`config.mk`:
```
export PLATFORM = sky130hd
export DESIGN_NAME = fully_pipelined_subtractor
export DESIGN_NICKNAME = d
export VERILOG_FILES = /design/src/rtl/fps_pkg.sv /design/src/rtl/subtractor_stage.sv /design/src/rtl/fully_pipelined_subtractor.sv
export SDC_FILE = /design/constraint.sdc
export NUM_CORES = 1
export LEC_CHECK = 0
export CAP_MARGIN = 15
export CORE_MARGIN = 8
export CORE_UTILIZATION = 47
export DETAILED_ROUTE_END_ITERATION = 10
export GPL_TIMING_DRIVEN = 0
export PLACE_DENSITY = 0.78
export SKIP_LAST_GASP = 1
export SYNTH_ARGS = -nofsm -noshare
export SYNTH_HDL_FRONTEND = slang
export SYNTH_SLANG_ARGS = --single-unit
```
`constraint.sdc`:
```
create_clock -name clk -period 1.5 [get_ports clk]
set_input_delay 0.225 -clock clk [delete_from_list [all_inputs] [get_ports clk]]
set_output_delay 0.225 -clock clk [all_outputs]
set_load 0.05 [all_outputs]
```
`src/rtl/fps_pkg.sv`:
```
`default_nettype none
// ============================================================================
//  Module      : fps_pkg
//  Description : Shared definitions for the fully pipelined subtractor.
//                Holds the single-bit full-subtractor cell function used by
//                every pipeline stage, and the latency constants the
//                surrounding datapath and the bench use to line up results.
//  Contents    : DEFAULT_WIDTH - default operand width of the datapath
//                LAT           - pipeline latency in enabled cycles for the
//                                default width (one stage per result bit)
//                fs_bit_t      - {difference bit, borrow-out} of one cell
//                full_sub()    - one-bit full subtractor
//                latency()     - latency in enabled cycles for any width
//  Revision    : 1.0 - initial release
// ============================================================================
package fps_pkg;

    localparam int DEFAULT_WIDTH = 3;

    // One stage per result bit, so latency equals the operand width.
    localparam int LAT = DEFAULT_WIDTH;

    typedef struct packed {
        logic d;    // difference bit
        logic br;   // borrow out of this bit position
    } fs_bit_t;

    // Full subtractor on one bit position: a - b - br.
    // A borrow leaves this position when b exceeds a outright, or when the
    // two bits are equal and a borrow came in from below.
    function automatic fs_bit_t full_sub(
        input logic a,
        input logic b,
        input logic br
    );
        fs_bit_t r;
        r.d  = a ^ b ^ br;
        r.br = (~a & b) | (~(a ^ b) & br);
        return r;
    endfunction

    function automatic int latency(input int width);
        return width;
    endfunction

endpackage : fps_pkg
`default_nettype wire

```
`src/rtl/subtractor_stage.sv`:
```
`default_nettype none
// ============================================================================
//  Module      : subtractor_stage
//  Description : Stage K of the bit-level pipelined ripple-borrow subtractor.
//                Resolves difference bit K from operand bits a[K], b[K] and
//                the borrow left by stage K-1, appends it to the difference
//                bits already resolved, and carries the operand bits that
//                later stages still need (skew registers).
//  Parameters  : WIDTH - operand width of the whole subtractor
//                K     - index of this stage, 0..WIDTH-1
//  Ports       : clk      - rising-edge clock
//                rst_n    - synchronous active-low reset, overrides i_en
//                i_en     - advance; 0 holds every register of the stage
//                i_valid  - valid bit arriving from the previous stage
//                i_d      - difference bits [K-1:0] resolved upstream
//                           (1 bit wide and unused at stage 0)
//                i_a/i_b  - operand bits [WIDTH-1:K] not yet consumed;
//                           bit 0 of each is the pair used by this stage
//                i_br     - incoming borrow
//                o_d      - registered difference bits [K:0]
//                o_a/o_b  - registered operand bits [WIDTH-1:K+1]
//                           (tied to constant 0 at the last stage)
//                o_br     - registered borrow out of bit K
//                o_valid  - registered valid bit
//  Revision    : 1.0 - initial release
// ============================================================================
module subtractor_stage
    import fps_pkg::*;
#(
    parameter  int WIDTH  = 3,
    parameter  int K      = 0,
    localparam int DW_IN  = (K > 0) ? K : 1,
    localparam int AW_IN  = WIDTH - K,
    localparam int SW_OUT = (K < WIDTH - 1) ? (WIDTH - K - 1) : 1
) (
    input  logic              clk,
    input  logic              rst_n,
    input  logic              i_en,
    input  logic              i_valid,
    input  logic [DW_IN-1:0]  i_d,
    input  logic [AW_IN-1:0]  i_a,
    input  logic [AW_IN-1:0]  i_b,
    input  logic              i_br,
    output logic [K:0]        o_d,
    output logic [SW_OUT-1:0] o_a,
    output logic [SW_OUT-1:0] o_b,
    output logic              o_br,
    output logic              o_valid
);

    fs_bit_t    w_cell;
    logic [K:0] r_d;
    logic       r_br;
    logic       r_valid;

    assign w_cell = full_sub(i_a[0], i_b[0], i_br);

    // Borrow and valid. Data registers load on every enabled edge whatever
    // the valid bit says; only the valid chain gives them meaning.
    always_ff @(posedge clk) begin
        if (!rst_n) begin
            r_br    <= 1'b0;
            r_valid <= 1'b0;
        end else if (i_en) begin
            r_br    <= w_cell.br;
            r_valid <= i_valid;
        end
    end

    // Difference accumulator: the new bit lands on top of the bits already
    // resolved, so bit K of the register is always this stage's result.
    generate
        if (K == 0) begin : g_d_first
            logic w_unused_d;
            assign w_unused_d = ^i_d;

            always_ff @(posedge clk) begin
                if (!rst_n) begin
                    r_d <= '0;
                end else if (i_en) begin
                    r_d <= w_cell.d;
                end
            end
        end else begin : g_d_chain
            always_ff @(posedge clk) begin
                if (!rst_n) begin
                    r_d <= '0;
                end else if (i_en) begin
                    r_d <= {w_cell.d, i_d};
                end
            end
        end
    endgenerate

    // Skew registers: delay the operand bits above K so that they meet the
    // borrow for their position at the right stage. The last stage has
    // nothing left to carry.
    generate
        if (K < WIDTH - 1) begin : g_skew
            logic [SW_OUT-1:0] r_a;
            logic [SW_OUT-1:0] r_b;

            always_ff @(posedge clk) begin
                if (!rst_n) begin
                    r_a <= '0;
                    r_b <= '0;
                end else if (i_en) begin
                    r_a <= i_a[AW_IN-1:1];
                    r_b <= i_b[AW_IN-1:1];
                end
            end

            assign o_a = r_a;
            assign o_b = r_b;
        end else begin : g_no_skew
            assign o_a = '0;
            assign o_b = '0;
        end
    endgenerate

    assign o_d     = r_d;
    assign o_br    = r_br;
    assign o_valid = r_valid;

endmodule : subtractor_stage
`default_nettype wire

```
`src/rtl/fully_pipelined_subtractor.sv`:
```
`default_nettype none
// ============================================================================
//  Module      : fully_pipelined_subtractor
//  Description : Bit-level fully pipelined ripple-borrow subtractor computing
//                d = (a - b - bin) mod 2^WIDTH with borrow-out bout. One
//                result bit is resolved per stage; a new operand pair is
//                accepted on every enabled cycle and its result appears
//                WIDTH enabled edges later. A valid bit rides along with each
//                pair. en = 0 freezes the whole pipeline in place.
//  Parameters  : WIDTH     - operand/result width and stage count (>= 1)
//  Ports       : clk       - rising-edge clock
//                rst_n     - synchronous active-low reset, overrides en
//                en        - pipeline advance
//                in_valid  - a/b/bin form a real operation this cycle
//                a, b      - unsigned minuend and subtrahend
//                bin       - borrow-in
//                out_valid - d/bout hold a completed result
//                d         - difference
//                bout      - borrow-out, 1 iff a < b + bin
//  Revision    : 1.0 - initial release
// ============================================================================
module fully_pipelined_subtractor
    import fps_pkg::*;
#(
    parameter int WIDTH = 3
) (
    input  logic             clk,
    input  logic             rst_n,
    input  logic             en,
    input  logic             in_valid,
    input  logic [WIDTH-1:0] a,
    input  logic [WIDTH-1:0] b,
    input  logic             bin,
    output logic             out_valid,
    output logic [WIDTH-1:0] d,
    output logic             bout
);

    genvar k;

    generate
        for (k = 0; k < WIDTH; k++) begin : g_stage
            localparam int DW_IN  = (k > 0) ? k : 1;
            localparam int AW_IN  = WIDTH - k;
            localparam int SW_OUT = (k < WIDTH - 1) ? (WIDTH - k - 1) : 1;

            // Stage inputs
            logic [DW_IN-1:0]  w_d_in;
            logic [AW_IN-1:0]  w_a_in;
            logic [AW_IN-1:0]  w_b_in;
            logic              w_br_in;
            logic              w_valid_in;

            // Stage outputs
            logic [k:0]        w_d;
            logic [SW_OUT-1:0] w_a;
            logic [SW_OUT-1:0] w_b;
            logic              w_br;
            logic              w_valid;

            if (k == 0) begin : g_src_port
                assign w_d_in     = 1'b0;
                assign w_a_in     = a;
                assign w_b_in     = b;
                assign w_br_in    = bin;
                assign w_valid_in = in_valid;
            end else begin : g_src_prev
                assign w_d_in     = g_stage[k-1].w_d;
                assign w_a_in     = g_stage[k-1].w_a;
                assign w_b_in     = g_stage[k-1].w_b;
                assign w_br_in    = g_stage[k-1].w_br;
                assign w_valid_in = g_stage[k-1].w_valid;
            end

            // The last stage's skew outputs are constant placeholders.
            if (k == WIDTH - 1) begin : g_sink
                logic w_unused_skew;
                assign w_unused_skew = ^{w_a, w_b};
            end

            subtractor_stage #(
                .WIDTH (WIDTH),
                .K     (k)
            ) u_stage (
                .clk     (clk),
                .rst_n   (rst_n),
                .i_en    (en),
                .i_valid (w_valid_in),
                .i_d     (w_d_in),
                .i_a     (w_a_in),
                .i_b     (w_b_in),
                .i_br    (w_br_in),
                .o_d     (w_d),
                .o_a     (w_a),
                .o_b     (w_b),
                .o_br    (w_br),
                .o_valid (w_valid)
            );
        end
    endgenerate

    // Outputs come straight from the last stage's registers.
    assign d         = g_stage[WIDTH-1].w_d;
    assign bout      = g_stage[WIDTH-1].w_br;
    assign out_valid = g_stage[WIDTH-1].w_valid;

endmodule : fully_pipelined_subtractor
`default_nettype wire

```
# Word level (Yosys, flattened, before mapping)
# Cells that the tools add are included.
# op_classes
bitwise_logic,21
# op_table
op,count
1-bit AND,6
1-bit NOT,6
1-bit XOR,6
1-bit OR,3
# totals
reg_bits,18
inputBits,11
out_inout_bits,5

# Longest topological paths before layout
# logic_depth
ltp_word,4
mapped_depth,4

# Modules after synthesis
# A second synthesis with hierarchy kept.
# unflattened
hier_cells,70
area_unflattened_um2,784.5
# modules_own_cells
mod,instances,area_per_inst_um2,seq_area_each_um2,cells_per_inst
subtractor_stage at g_stage[0].u_stage,1,290.3,140.1,25
subtractor_stage at g_stage[1].u_stage,1,254.0,120.1,22
subtractor_stage at g_stage[2].u_stage,1,236.5,100.1,22
fully_pipelined_subtractor,1,3.8,0.0,1

# Worst setup path after synthesis
# OpenSTA, ideal clock, no wires.
# synth_path
path_type,register to register
start,register g_stage[1].u_stage.g_skew.r_b
end,register g_stage[2].u_stage.r_d[2]
path_buffers,0
arrival_ns,1.039
synth_period_minus_slack_ns,1.105
stages_incl_launch_ff,5
required_ns,1.434
setup_slack_ns,0.395
cell_sequence,dfxtp_1 inv_1 fa_1 mux2i_1 nor2b_1
# synth_lines
item,line,source
start: declaration,subtractor_stage.sv:101,logic [SW_OUT-1:0] r_b;
start signal: assignment,subtractor_stage.sv:109,r_b <= i_b[AW_IN-1:1];
end signal: assignment,subtractor_stage.sv:89,"r_d <= {w_cell.d, i_d};"
end: declaration,subtractor_stage.sv:52,logic [K:0] r_d;

# Worst setup path in the final report
# layout_path
start,register g_stage[2].u_stage.r_d[2]
end,output d[2]
# layout_lines
item,line,source
end: declaration,fully_pipelined_subtractor.sv:35,"output logic [WIDTH-1:0] d,"
# No word-level cell between the ends.

==> out/metrics.csv <==
metric;value;unit
dieArea;3147;um^2
critical_path_buf_inv_count;1;
gp_congestion;0.7223;
path_clk_slew;0.09;ns
cpMaxStageDelayCell;dlygate4sd2_1;
postRouteAntennaNets;0;
path_max_fanout;2;
clockRootBuffer;clkbuf_4;
cts_tree;done;
status;finished, final reports clean;
cts_buffers;3;
place_hpwl;1002;um
die_w;56.10;um
nets;100;
vdd_ir_drop_max;0.0006458;V
fin_util;0.6254;
die_y;56.10;um
period_needed;1.380;ns
wl_per_cell;12.91;um
grt_use_total;0.08330;
num_rows;14;
antenna_found_initial;0;
hp-class;reg2reg;
fin_crit_sh;0.9199;
setup_viol_count_final;0;
avgSynthCellArea;11.45;um^2
slew_headroom;0.6721;
mostFrequentLayoutCell;dfxtp_1;
tns;0;ns
routed_wl;1291;um
portBuffers;15;
coreArea;1506;um^2
crit_path_cell_trace;dlygate4sd2_1;
syn-cell-area;755.7;um^2
seq_area_frac_synth;0.4768;
critPathTopFamily;buffers and inverters;
ys_ff_latch;18;
ioPinCount;16;
max_cap_violations;0;
finalHoldViolCount;0;
syn_nets;80;
slew_violations;0;
grt_pass1_vias;470;
n_antenna_cell;0;
start_kind;flop;
synth_cell_types;9;
insertion_delay;0.28;ns
cp_slowest_stage_delay;0.53;ns
yosysWarningCount;0;
drive_gt1_frac;0.07143;
vias_per_cell;5.010;
drt-pass1-iter-count;2;
cp.arrival;1.15;ns
worstSetupPathType;reg2out;
cp.required;1.27;ns
grt_setup_unrepaired;no;
max_clock_freq;724.7;MHz
fin_skew;0.0009556;ns
grt_pass1_wl;2111;um
via_count;501;
hold_ws;0.4910;ns
worstMarginPinSlew;0.4939;ns
grt_overflow_total;0;
drc;0;
cts.sinks;18;
area_growth;24.67;%
power;0.8903;mW
yosysTopAreaCell;dfxtp_1;
synth.area.top_cells;dfxtp_1 (48%), mux2i_1 (20%), nor2b_1 (12%);
leakage;0.4440;nW
post_cts_buffers;0;
crit_path_end_kind;output port;
final_cell_mix;dfxtp_1 (18), mux2i_1 (15), nor2b_1 (15);
cts.htree.levels;1;
first_iter_violations;5;
clockBufferDepth;2;
netlist_instances;66;
grt_max_degree;11;
p_per_area;944.9;nW/um^2
n_fill_cell;140;
start_util;0.5017;
synth_top_area_frac;0.4768;
## metrics by stage
step,cell area [um^2],worst slack [ns],instances
finish,942.2,0.1202,100
global route,942.2,0.05710,100
CTS,942.2,0.1058,100
detailed placement,925.9,0.01631,97
global placement,925.9,0.03873,97
floorplan,755.7,0.3951,66
## worst paths after layout
path                            slack [ns]                              startpoint  depth (start not counted)                                     end
worst max register to register        0.33  g_stage[0].u_stage.o_b[0]$_SDFFE_PN0P_                          4  g_stage[1].u_stage.o_d[1]$_SDFFE_PN0P_
worst min-delay path                  0.49    g_stage[2].u_stage.o_br$_SDFFE_PN0P_                          1    g_stage[2].u_stage.o_br$_SDFFE_PN0P_
worst min register to register        0.49    g_stage[2].u_stage.o_br$_SDFFE_PN0P_                          1    g_stage[2].u_stage.o_br$_SDFFE_PN0P_
worst max-delay path                  0.12  g_stage[2].u_stage.o_d[2]$_SDFFE_PN0P_                          1                                    d[2]
## cell type report
cell class	instances	area, um^2	area share
buffer	3	27.53	0.02922
sequential	18	360.3	0.3825
tap	16	20.02	0.02125
inverter	6	22.52	0.02390
clock buffer	3	22.52	0.02390
multi-input combinational	39	345.3	0.3665
timing repair buffer	15	143.9	0.1527
## power breakdown
group          leakage (nW)  switching (mW)  internal, mW
Combinational         0.283          0.0699        0.0756
Sequential            0.148          0.0145         0.505
Clock                0.0138           0.132        0.0931
Total                 0.444           0.217         0.674
## routing by layer
metal	wire [um]	global-route usage
met1	561	0.08713
met2	639	0.1426
met3	83	0.04338
met4	7	0.02062
met5	0	0
## cells in the mapped netlist
cell type and n:
dfxtp_1 18, mux2i_1 15, nor2b_1 15, inv_1 6
fa_1 3, nand2_1 3, o211a_1 3, buf_6 2
clkbuf_2 1
## state kept, by name, summed over array words and instances (netlist names)
name,flops
g_stage.u_stage.o_a,3
g_stage.u_stage.o_b,3
g_stage.u_stage.o_br,3
g_stage.u_stage.o_d,6
g_stage.u_stage.o_valid,3
## logic make-up (layout without fill, tap and decap cells)
| group | after synthesis | in the layout | synth area share |
|---|---|---|---|
| buffers and inverters | 9 | 27 | 0.06621 |
| muxes | 15 | 15 | 0.1987 |
| AOI/OAI and AO/OA | 3 | 3 | 0.03974 |
| adders and majority gates | 3 | 3 | 0.07947 |
| and+or+nand+nor | 18 | 18 | 0.1391 |
| DFF | 18 | 18 | 0.4768 |
## worst reg2reg max path, cell delays in order, from the launching register on
cell and delay, ns:
dfxtp_1 0.34, inv_1 0.06, fa_1 0.46, mux2i_1 0.15, nor2b_1 0.06
## repair_timing
item                                    CTS  global route
hold buffers                              0             0
endpoints found under the setup margin    5             0
gates resized for setup                   5             0
Note: power is estimated with default switching activity, not from simulation.
